File: config.mk
export PLATFORM = sky130hd
export DESIGN_NAME = fetch_stage
export DESIGN_NICKNAME = d
export VERILOG_FILES = /design/src/rtl/fetch_stage.sv
export SDC_FILE = /design/constraint.sdc
export NUM_CORES = 1
export LEC_CHECK = 0
export CELL_PAD_IN_SITES_DETAIL_PLACEMENT = 0
export CELL_PAD_IN_SITES_GLOBAL_PLACEMENT = 1
export CORE_MARGIN = 2
export CORE_UTILIZATION = 41
export CTS_CLUSTER_SIZE = 20
export DETAILED_ROUTE_END_ITERATION = 6
export GPL_TIMING_DRIVEN = 0
export PLACE_DENSITY_LB_ADDON = 0.1
export SLEW_MARGIN = 20
export SYNTH_ARGS = -nofsm -noshare
export SYNTH_HDL_FRONTEND = slang
export SYNTH_SLANG_ARGS = --single-unit
File: constraint.sdc
create_clock -name clk -period 3.4 [get_ports clk]
set_input_delay 0.34 -clock clk [delete_from_list [all_inputs] [get_ports clk]]
set_output_delay 0.34 -clock clk [all_outputs]
set_load 0.02 [all_outputs]
File: src/rtl/fetch_stage.sv
// fetch_stage: instruction-fetch stage owning the PC, one outstanding bus read, and the fetch/decode slot.
// Optional performance counters are compiled in when FETCH_PERF_EN is defined.
`default_nettype none

module fetch_stage #(
  parameter logic [63:0] PC_RESET = 64'h0000_0000_8000_0000
) (
  input  logic        clk,
  input  logic        reset_n,
  output logic        ireq_valid,
  output logic [63:0] ireq_addr,
  input  logic        iresp_data_ok,
  input  logic [31:0] iresp_data,
  output logic        f_valid,
  output logic [31:0] f_raw_instr,
  output logic [63:0] f_pc,
  input  logic        d_ready,
  input  logic        redirect_valid,
  input  logic [63:0] redirect_pc
`ifdef FETCH_PERF_EN
  ,
  output logic [63:0] perf_fetched,
  output logic [63:0] perf_stall
`endif
);

  typedef enum logic [1:0] {
    S_IDLE    = 2'd0,
    S_WAIT    = 2'd1,
    S_DISCARD = 2'd2
  } state_t;

  state_t      state_q, state_d;
  logic [63:0] pc_q, pc_d;
  logic        ireq_valid_q, ireq_valid_d;
  logic [63:0] ireq_addr_q, ireq_addr_d;
  logic        f_valid_q, f_valid_d;
  logic [31:0] f_raw_q, f_raw_d;
  logic [63:0] f_pc_q, f_pc_d;

  logic        transfer;
  logic        slot_free;
  logic [63:0] redirect_aligned;

  assign transfer         = f_valid_q && d_ready;
  assign slot_free        = !f_valid_q || d_ready;
  assign redirect_aligned = redirect_pc & ~64'd3;

  always_comb begin
    state_d      = state_q;
    pc_d         = pc_q;
    ireq_valid_d = ireq_valid_q;
    ireq_addr_d  = ireq_addr_q;
    f_valid_d    = f_valid_q && !transfer;
    f_raw_d      = f_raw_q;
    f_pc_d       = f_pc_q;

    case (state_q)
      S_IDLE: begin
        if (!redirect_valid && slot_free) begin
          ireq_valid_d = 1'b1;
          ireq_addr_d  = pc_q;
          state_d      = S_WAIT;
        end
      end
      S_WAIT: begin
        if (redirect_valid) begin
          // The bus address must not move mid-transaction, so an unanswered
          // request is drained in DISCARD instead of being abandoned.
          if (iresp_data_ok) begin
            ireq_valid_d = 1'b0;
            state_d      = S_IDLE;
          end else begin
            state_d      = S_DISCARD;
          end
        end else if (iresp_data_ok) begin
          f_valid_d    = 1'b1;
          f_raw_d      = iresp_data;
          f_pc_d       = ireq_addr_q;
          pc_d         = ireq_addr_q + 64'd4;
          ireq_valid_d = 1'b0;
          state_d      = S_IDLE;
        end
      end
      S_DISCARD: begin
        if (iresp_data_ok) begin
          ireq_valid_d = 1'b0;
          state_d      = S_IDLE;
        end
      end
      default: begin
        state_d      = S_IDLE;
        ireq_valid_d = 1'b0;
      end
    endcase

    if (redirect_valid) begin
      f_valid_d = 1'b0;
      pc_d      = redirect_aligned;
    end
  end

  always_ff @(posedge clk or negedge reset_n) begin
    if (!reset_n) begin
      state_q      <= S_IDLE;
      pc_q         <= PC_RESET;
      ireq_valid_q <= 1'b0;
      ireq_addr_q  <= 64'd0;
      f_valid_q    <= 1'b0;
      f_raw_q      <= 32'd0;
      f_pc_q       <= 64'd0;
    end else begin
      state_q      <= state_d;
      pc_q         <= pc_d;
      ireq_valid_q <= ireq_valid_d;
      ireq_addr_q  <= ireq_addr_d;
      f_valid_q    <= f_valid_d;
      f_raw_q      <= f_raw_d;
      f_pc_q       <= f_pc_d;
    end
  end

  assign ireq_valid  = ireq_valid_q;
  assign ireq_addr   = ireq_addr_q;
  assign f_valid     = f_valid_q;
  assign f_raw_instr = f_raw_q;
  assign f_pc        = f_pc_q;

`ifdef FETCH_PERF_EN
  logic [63:0] perf_fetched_q, perf_fetched_d;
  logic [63:0] perf_stall_q, perf_stall_d;

  always_comb begin
    perf_fetched_d = perf_fetched_q;
    perf_stall_d   = perf_stall_q;
    if (transfer) begin
      perf_fetched_d = perf_fetched_q + 64'd1;
    end
    if (f_valid_q && !d_ready) begin
      perf_stall_d = perf_stall_q + 64'd1;
    end
  end

  always_ff @(posedge clk or negedge reset_n) begin
    if (!reset_n) begin
      perf_fetched_q <= 64'd0;
      perf_stall_q   <= 64'd0;
    end else begin
      perf_fetched_q <= perf_fetched_d;
      perf_stall_q   <= perf_stall_d;
    end
  end

  assign perf_fetched = perf_fetched_q;
  assign perf_stall   = perf_stall_q;
`endif

endmodule

`default_nettype wire

# Word level (Yosys, flattened, before mapping)

Cells that the tools add are included.

Register bits after elaboration: 228
Bits in latches: 0
RAM bits: 0
ROM bits: 0
Input bits: 101
Output and inout bits: 162
Logic and storage cells: 42
Memories: 0

$add $sub $neg: 1
Multipliers: 0
Divide/modulo/power cells: 0
$lt $le $gt $ge: 0
Equal/unequal tests: 4
Shifts and indexed selects: 0
Multiplexer cells: 14
Bitwise operators: 1
Reduce and logical (&&, ||, !) cells: 15

Operators with widths:

| operator                                              | count |
|---|---|
| two-way mux 64 bit                                    | 3 |
| adder 64 x 3 -> 64 bit, second input constant         | 1 |
| two-way mux 2 bit                                     | 4 |
| case mux 2 bit (3 select lines)                       | 1 |
| AND reduction 2 bit                                   | 3 |
| two-way mux 1 bit                                     | 5 |
| nonzero test 2 bit                                    | 2 |
| logical AND 1 bit                                     | 3 |
| zero test 1 bit                                       | 3 |
| AND reduction 3 bit                                   | 1 |
| equality test 2 x 1 -> 1 bit, second input constant   | 1 |
| equality test 2 bit, second input constant            | 1 |
| zero test 2 bit                                       | 1 |
| inequality test 2 x 1 -> 1 bit, second input constant | 1 |
| inequality test 2 bit, second input constant          | 1 |
| case mux 1 bit (2 select lines)                       | 1 |
| OR reduction 2 bit                                    | 1 |
| logical OR 1 bit                                      | 1 |
| NOT 1 bit                                             | 1 |

# Longest topological paths before layout

Gate-level depths: netlist of the first run.

Word-level depth: 6
Depth in mapped cells: 8

# Worst setup path after synthesis of the first run

Ideal clock, no wire load.

Kind: register to register
Start point: register ireq_addr_q[33] (netlist: ireq_addr[33])
End point: register pc_q[52]
Setup time: 0.142 ns
Arrival time: 2.106 ns
Data required time: 3.258 ns
Slack: 1.151 ns
Stages on the path, launching flop included: 9
Buffers on the path: 2
Cells stage by stage: dfrtp_1 nand4_4 or3_1 buf_2 or3_1 buf_6 nor3_4 xnor2_1 o221ai_1

Word-level cells in the longest chain between the ends: 4

RTL lines:

| item                     | line | source |
|---|---|---|
| start: declaration       | 36   | `logic [63:0] ireq_addr_q, ireq_addr_d;` |
| start signal: assignment | 116  | `ireq_addr_q <= ireq_addr_d;` |
| adder 64 x 3 -> 64 bit   | 80   | `pc_d = ireq_addr_q + 64'd4;` |
| two-way mux 64 bit       | 76   | `end else if (iresp_data_ok) begin` |
| two-way mux 64 bit       | 58   | `case (state_q)` |
| two-way mux 64 bit       | 97   | `if (redirect_valid) begin` |
| end signal: assignment   | 114  | `pc_q <= pc_d;` |
| end: declaration         | 34   | `logic [63:0] pc_q, pc_d;` |

No other way between the ends. The select of a mux whose other input is x is not followed.
A chain may end at the register's enable or synchronous reset.

# Worst setup path in the final report of the first run

Start point: register ireq_addr_q[2] (netlist: ireq_addr[2])
End point: register pc_q[48]

The elaborated chain is that of the path after synthesis.

==> results.yml, run 1 <==
final_layout:
  syn_to_final_growth_pct: 37.60
  final_util_pct: 57.67
  drive_gt1_share_pct: 16.53
  multiInputGateArea_mm2: 0.004292
  seqCellArea_mm2: 0.005707
  fill_cells: 2146
  nets: 1299
  final_area_mm2: 0.01411
  antennaDiodeCount: 0
yosys:
  seq_area_frac_synth_pct: 55.66
  syn_avg_cell_area_um2: 11.34
  ys.warnings.count: 0
  netlist_area_mm2: 0.01025
  synth_top_cell_by_area: "dfrtp_1"
  yosysUniqueCellTypes: 45
  syn_nets: 1010
  synth_commonest_cells: "dfrtp_1 (227), mux2_2 (142), nand2_1 (118), o21ai_0 (78), clkbuf_1 (46)"
  synth.area.top_cells: "dfrtp_1 (55%), mux2_2 (16%), nand2_1 (4.3%)"
  async_flop_share_pct: 100.0
  synthCells: 904
  synth_edf_count: 0
  ys.flop_type: "dfrtp_1"
  yosysMostFrequentCell: "dfrtp_1"
  ys_ff_latch: 228
  synth_top_area_share_pct: 55.41
drt:
  wl_met2_um: 14250
  wirelength_met1_um: 13900
  viasPerCell: 5.298
  routedWlPerCell_um: 19.91
  dr_wl_met3_um: 1798
  top_layer: "met4"
  num_vias: 8127
  drt-total-wl_um: 30550
  drtAntennaViolNets: 0
  drtIter0Drc: 476
  drc: 0
  dr.pass1.iters: 5
sta:
  rsz0062_at_grt: "false"
  slew_viol_final: 0
  finalSetupTns_ps: 0
  fin_crit_ps: 2990
  skew_ps: 9.655
  setup_violations: 0
  final.setup.worst_slack_ps: 410.4
  fin_crit_sh_pct: 87.93
  hold_viol_final: 0
  maxSlewHeadroom_pct: 38.97
  max_freq_mhz: 334.5
  tightest_slew_ps: 915.5
setup_path:
  r2r_end: "pc_q[48]"
  crit_type: "register to register"
  arrival_ps: 3360
  rr_startpoint: "ireq_addr[2]"
  crit_fanout: 10
  critPathLaunchType: "register"
  r2r_cells: 8
  worstPathRequired_ps: 3770
  timing.critical_path.to_type: "register"
  r2r_setup_slack_ps: 410
clocking:
  numCtsBuffers: 25
  clkTransAtPathRegs_ps: 60
  postCtsSetupRepairBufs: 0
  cts_tree: "yes"
  clk_path_buf_depth: 3
  cts.sinks: 228
  htree_num_levels: 1
  post_cts_resized: 0
  insertion_delay_ps: 530
  cts_root_buf: "clkbuf_16"
power_and_ir_drop:
  p_leak_nw: 5.815
  cellPowerDensity_mw_per_mm2: 924.9
  max-vdd-ir-drop_uv: 502.2
floorplanning:
  dieWidth_um: 162.1
  die_y_um: 162.1
  core_mm2: 0.02446
  ios: 263
  dieArea_mm2: 0.02629
  initial_utilization_pct: 41.91
  rows: 57
flow_run:
  drv_cap: 0
placed_design:
  finalWeightedCongestion: 0.7999
  dp_slack_ps: 283.9
  hpwl_um: 21640
  port_buffers: 259
  placedInstanceArea_mm2: 0.01331
global_route:
  grt_pass1_wl_um: 47690
  grt_remaining_overflow: 0
  track_usage_pct: 23.36
  antenna_found_initial: 0
  grt_pass1_vias: 8148
  grt_max_degree: 97
min_path:
  min_path_type: "input pin to register"
  hp-start: "redirect_pc[31]"
  holdPathEnd: "pc_q[31]"
  hold_depth: 3
run_status:
  status: "finished clean"
==> worst max-delay path by stage <==
stage | startpoint | end | slack (ps) | cells past startpoint
5_1_grt | ireq_addr[4] | pc_q[59] | 170 | 8
3_5_place_dp | iresp_data_ok | f_raw_instr[25] | 280 | 6
2_1_floorplan | ireq_addr[33] | pc_q[52] | 1150 | 8
4_1_cts | state_q[1] | f_pc[18] | 450 | 7
3_3_place_gp | reset_n | ireq_addr[49] | -8050 | 1
6_report | ireq_addr[2] | pc_q[48] | 410 | 8
==> flip-flops by register name (all words and copies together), names as in the netlist <==
signal	cells
f_pc	64
ireq_addr	64
pc_q	64
state_q	2
f_raw_instr	32
ireq_valid	1
f_valid	1
==> cell usage in the layout, fill, tap and decap left out, types with 4 or more instances in the layout <==
cell type	instances
or3_1	5
o21ai_0	78
clkinv_2	5
ha_1	5
clkbuf_16	25
nand4_1	14
clkbuf_1	53
nor3_1	19
nor4_1	14
xnor2_1	42
xor2_1	12
inv_1	13
clkbuf_8	5
dfrtp_1	227
nand2_1	118
nor2_1	35
and3_1	21
clkdlybuf4s50_1	258
nand3_1	21
buf_2	4
o221ai_1	20
mux2_2	142
a21oi_1	28
==> logic make-up after synthesis <==
group | share of synthesized area, %
and+or+nand+nor | 13.08
DFF | 55.66
muxes | 15.69
AOI/OAI and AO/OA | 7.835
buffers and inverters | 2.502
xor gates and xnor gates | 4.613
adders and majority gates | 0.6102
==> what timing repair did <==
action,CTS,global route
hold buffers,1,0
endpoints found under the setup margin,0,0
endpoints found under the hold margin,69,0
==> metrics by stage <==
step                power, mW  hold slack [ps]  instances
floorplan               7.684            44.41        904
global placement        10.43            467.7       1487
detailed placement      10.50            336.5       1489
CTS                     13.18            333.9       1534
global route            13.81            384.4       1534
finish                  13.05            353.6       1534
==> layout make-up <==
type	instances	area share, %
repair buffers	262	18.87
clock inverters	7	0.4523
inverters	13	0.3459
well taps	324	2.874
plain buffers	52	1.472
clock buffers	37	5.109
flip-flops and latches	228	40.45
multi-input cells	611	30.42
==> critical path: stages, from the launching register on <==
cell      delay, ps
dfrtp_1         460
ha_1            270
nand4_1         210
nor2_1          380
nand4_1         580
buf_2           420
nor3_1          230
xnor2_1         150
o221ai_1        120
==> per-layer routing <==
layer	vias up	track usage, %
met5	-	0
met4	0	4.907
met3	34	4.162
met2	258	37.16
met1	4064	33.69
li1	3771	-
==> power breakdown <==
| part | total (mW) | internal, mW | switching, mW |
|---|---|---|---|
| Sequential | 4.87 | 3.80 | 1.08 |
| Clock | 2.62 | 1.53 | 1.09 |
| Combinational | 5.55 | 2.84 | 2.71 |
Power figures use the tool's default switching activity.
==> run 2, diff against run 1 <==
--- a/config.mk
+++ b/config.mk
@@ -10,9 +10,9 @@
 export CORE_MARGIN = 2
 export CORE_UTILIZATION = 41
+export CTS_CLUSTER_DIAMETER = 200
 export CTS_CLUSTER_SIZE = 20
 export DETAILED_ROUTE_END_ITERATION = 6
 export GPL_TIMING_DRIVEN = 0
 export PLACE_DENSITY_LB_ADDON = 0.1
-export SLEW_MARGIN = 20
 export SYNTH_ARGS = -nofsm -noshare
 export SYNTH_HDL_FRONTEND = slang
==> constraint.sdc (replaced) <==
create_clock -name clk -period 3.4 [get_ports clk]
set_input_delay 1.02 -clock clk [delete_from_list [all_inputs] [get_ports clk]]
set_output_delay 1.02 -clock clk [all_outputs]
set_load 0.02 [all_outputs]
==> results.yml, run 2 (synthesis gave the netlist of run 1 again) <==
floorplanning:
  core_mm2: 0.02446
  initial_utilization_pct: 41.91
  die_y_um: 162.1
  dieArea_mm2: 0.02629
  rows: 57
  dieWidth_um: 162.1
  ios: 263
sta:
  fin_crit_sh_pct: 95.77
  rsz0062_at_grt: "false"
  hold_viol_final: 0
  setup_violations: 0
  tightest_slew_ps: 1170
  fin_crit_ps: 3256
  max_freq_mhz: 307.1
  maxSlewHeadroom_pct: 21.69
  skew_ps: 19.18
  slew_viol_final: 0
clocking:
  cts_root_buf: "clkbuf_16"
  numCtsBuffers: 15
  clkTransAtPathRegs_ps: 90
  cts.sinks: 228
  cts_hold_buffers: 0
  clk_path_buf_depth: 3
  insertion_delay_ps: 480
  cts_tree: "yes"
  htree_num_levels: 1
placed_design:
  place_inst: 1489
  port_buffers: 259
  hpwl_um: 21640
  placedInstanceArea_mm2: 0.01331
  finalWeightedCongestion: 0.7999
global_route:
  grt_remaining_overflow: 0
  antenna_found_initial: 0
  grt_pass1_vias: 8050
  grt_max_degree: 97
  grt_pass1_wl_um: 47350
  track_usage_pct: 23.16
final_layout:
  layout_commonest_cell: "clkdlybuf4s50_1"
  nets: 1288
  antennaDiodeCount: 0
  final_area_mm2: 0.01373
  drive_gt1_share_pct: 15.27
  syn_to_final_growth_pct: 33.89
  most-common-layout-cells: "clkdlybuf4s50_1 (258), dfrtp_1 (227), mux2_2 (142)"
  final_cells: 1509
drt:
  num_vias: 7992
  top_layer: "met4"
  drc: 0
  routedWlPerCell_um: 20.07
  dr.pass1.iters: 5
  drtAntennaViolNets: 0
  wirelength_met1_um: 13970
  dr_wl_met3_um: 1623
  wl_met2_um: 14270
  drtIter0Drc: 509
  viasPerCell: 5.296
  drt-total-wl_um: 30280
flow_run:
  drv_cap: 0
setup_path:
  rr_startpoint: "ireq_addr[2]"
  crit_path_top_delay_cell: "nor2_1"
  critPathLaunchType: "input pin"
  crit_type: "input pin to register"
  cp_top_family: "simple AND/OR/NAND/NOR gates"
  arrival_ps: 3620
  path_cells: "clkdlybuf4s50_1 -> nand2b_1 -> nand2_1 -> nor2_1 -> clkbuf_1 -> mux2_2"
  r2r_end: "pc_q[38]"
  cpPeakStageDelay_ps: 900
  r2r_cells: 8
  cp_num_buf_inv: 2
  crit_fanout: 10
  r2r_setup_slack_ps: 400
  worstPathRequired_ps: 3770
  timing.critical_path.to_type: "register"
run_status:
  status: "finished clean"
power_and_ir_drop:
  power.total_mw: 12.16
  cellPowerDensity_mw_per_mm2: 886.1
  p_leak_nw: 5.628
  max-vdd-ir-drop_uv: 574.0
min_path:
  min_path_type: "input pin to asynchronous set/reset pin"
[run 2: changes by cell type in the layout (fill, tap and decap cells not counted), moves of 3 or more]
cell / change
clkbuf_1: -7
clkbuf_16: -10
clkbuf_2: +3
clkbuf_8: -5
clkinv_2: -5
[run 2: metrics by stage]
step / hold slack, ps / utilization [%] / setup TNS [ps] / worst slack [ps]
floorplan: 442.3 / - / 0 / 757.8
global placement: 467.7 / 54.17 / -2032130 / -8735
finish: 472.1 / 56.11 / 0 / 144.0
CTS: 491.5 / 56.07 / 0 / 63.89
detailed placement: 472.1 / 54.41 / -48280 / -427.0
global route: 506.4 / 56.11 / 0 / 5.750
[run 2: worst max path at each step]
stage / cells after the start / to / slack (ps) / startpoint
2_1_floorplan: 6 / ireq_addr[10] / 760 / redirect_valid
4_1_cts: 6 / f_raw_instr[25] / 60 / iresp_data_ok
6_report: 6 / ireq_addr[49] / 140 / d_ready
5_1_grt: 6 / pc_q[44] / 6 / iresp_data_ok
3_5_place_dp: 6 / f_pc[25] / -430 / iresp_data_ok
3_3_place_gp: 1 / ireq_addr[49] / -8730 / reset_n
[run 2: area by class of cell]
type                            instances  area [um2]
Fill cell                            2169       10740
Sequential cell                       228        5707
Multi-Input combinational cell        611        4289
Timing Repair Buffer                  261        2653
Tap cell                              324       405.4
Clock buffer                           19       390.4
Buffer                                 52       217.7
Inverter                               13       48.80
Clock inverter                          1       16.27
[run 2: what timing repair did]
action	CTS	global route
setup endpoints to repair	0	25
resized for setup	0	8
buffers inserted	0	0
[run 2: power by group]
group          leakage (nW)  internal (mW)  total, mW  switching (mW)
logic                  2.63           2.84       5.55            2.70
registers              2.80           3.79       4.87            1.08
clock network         0.196          0.818       1.74           0.924
total                  5.63           7.45       12.2            4.71
[run 2: worst reg2reg max path: stages (launching register included)]
cell and delay [ps]:
dfrtp_1 480, ha_1 280, nand4_1 220, nor2_1 380, nand4_1 560, buf_2 410
nor3_1 240, xnor2_1 150, o221ai_1 130
[run 2: metal layers]
layer  GRT usage [%]  up-vias
met5               0        -
met4           3.781        0
met3           3.575       24
met2           37.68      230
met1           33.48     4007
li1                -     3731
==> RTL edit (settings of run 1) <==
Build with the macro `FETCH_PERF_EN` defined.
--- a/src/rtl/fetch_stage.sv
+++ b/src/rtl/fetch_stage.sv
@@ -3,2 +3,4 @@
 `default_nettype none
+
+`define FETCH_PERF_EN
 
Function (old outputs only; new: perf_fetched and perf_stall): kept (Yosys induction, for registers that start in step).
==> RTL edit against run 1 <==
  * Routed wire length rose by 65%
  * Core utilization fell by 0.64 points
  * Synthesized area rose by 57%
  * Worst setup slack got worse by 0.078 ns
  * Count of clock-buffer cells in the layout rose by 24
  * Synthesized cell count rose by 79%
  * Sequential cell count rose by 128
  * Non-clock buffer count rose by 144
  * Clock skew rose by 0.012 ns
  * Total power rose by 27%
  * Die area rose by 56%
  * Design area rose by 57%
==> RTL edit: results (changes against run 1) <==
status finished clean; GRT Util Overall 24.6% (+1.2 points); CP Capture Point f_raw_instr[17]; total CTS buffers 41 (+64%); vias in the first global route 13.3k (+63%); sequential fraction of the synthesis area 55.3% (-0.35 points); commonest cells in the netlist 422 x nand2_1, 355 x dfrtp_1, 128 x xnor2_1; Leak 9.63 nW (+66%); top post-synthesis cells by area dfrtp_1 55%, nand2_1 9.8%, xnor2_1 7.0%; root buf cell clkbuf_16; IO Port Bufs 387 (+49%); initial antenna violation count 4 (+4); CP Launch Point state_q[1]; DP Area 20700 sq um (+56%); Nets 2156 (+66%); syn_nets 1722 (+70%); global placement routability congestion 0.875 (+9.3%); H-tree depth 2 (+1); DRT iter0 DRCs 851 (+79%); worst vdd ir 0.000518 V (+3.1%); syn avg cell area 9.98 sq um (-12%); layout cell share with drive strength beyond 1 7.51% (-9.0 points); Post-DP HPWL 36400 um (+68%); Synth cell types 50 (+11%); largest net degree at the start of global routing 93 (-4.1%); Max-slew headroom 39.4% (+0.40 points); drt wl/cell 19.4 um (-2.6%); min-delay worst type in -> async; Layout Cells excl Fill 2599 (+69%); WP data arrival 3.54 ns (+0.18 ns); placed cell count 2523 (+69%); worst clock skew 0.0213 ns (+0.0117 ns); clk_lat worst skew 0.55 ns (+0.02 ns); Finished Core Util 57.0% (-0.64 points); Final WS setup 0.332 ns (-0.0781 ns); Place WS -0.100 ns (-0.384 ns); fill count 3437 (+60%); DRT Pass-1 Iters 6 (+1); vias per cell 5.17 (-2.3%)
==> RTL edit: report_power, final <==
| group | internal (mW) | switching [mW] |
|---|---|---|
| Combinational | 2.64 | 3.13 |
| Clock | 2.62 | 1.75 |
| Sequential | 5.32 | 1.16 |
==> RTL edit: logic make-up after synthesis <==
family / after synthesis / share of synthesized area [%]
XOR/XNOR: 181 / 9.84
multiplexers: 61 / 4.23
flip-flops: 356 / 55.3
AND/OR/NAND/NOR: 779 / 23.1
buffers and inverters: 93 / 2.26
AO/OA/AOI/OAI: 137 / 4.74
adder cells (fa/ha/maj): 7 / 0.544
==> RTL edit: repair_timing <==
| action | 4_1_cts | 5_1_grt |
|---|---|---|
| endpoints found under the setup margin | 24 | 30 |
| setup buffers | 0 | 0 |
| endpoints found under the hold margin | 46 | 0 |
| hold buffers | 1 | 0 |
| resized for setup | 0 | 1 |
==> RTL edit: layout make-up <==
type / instances / share of cell area [%]
flip-flops and latches: 356 / 40.3
multi-input cells: 1165 / 31.0
repair buffers: 392 / 18.1
clock buffers: 61 / 5.53
well taps: 518 / 2.93
plain buffers: 66 / 1.19
clock inverters: 11 / 0.476
inverters: 26 / 0.442
diodes: 4 / 0.0453
==> RTL edit: worst min path at each step <==
stage                        start              to  slack [ns]  depth (start not counted)
after floorplan            reset_n         f_pc[0]        0.04                          0
after global placement    pc_q[41]   ireq_addr[41]        0.45                          2
after detailed placement   reset_n  perf_stall[24]        0.27                          1
after CTS                  reset_n  perf_stall[25]        0.30                          2
after global routing       reset_n  perf_stall[23]        0.33                          2
final                      reset_n  perf_stall[24]        0.30                          2
==> RTL edit: per-layer routing <==
metal  global-route usage, %  up-vias  wire (um)
met4                    8.47        0       1440
met5                       0        -          0
met3                    4.85       80       3020
li1                        -     6352          -
met1                    34.3     6611      22500
met2                    38.5      405      23500
==> RTL edit: worst max-delay path, stage by stage (launching register included) <==
cell      delay (ns)
dfrtp_1         0.41
inv_1           0.12
ha_1            0.24
nand2_1         0.21
nor2_2          0.64
clkbuf_1        0.74
clkbuf_1        0.45
nand2_1         0.10
nand2_1         0.07
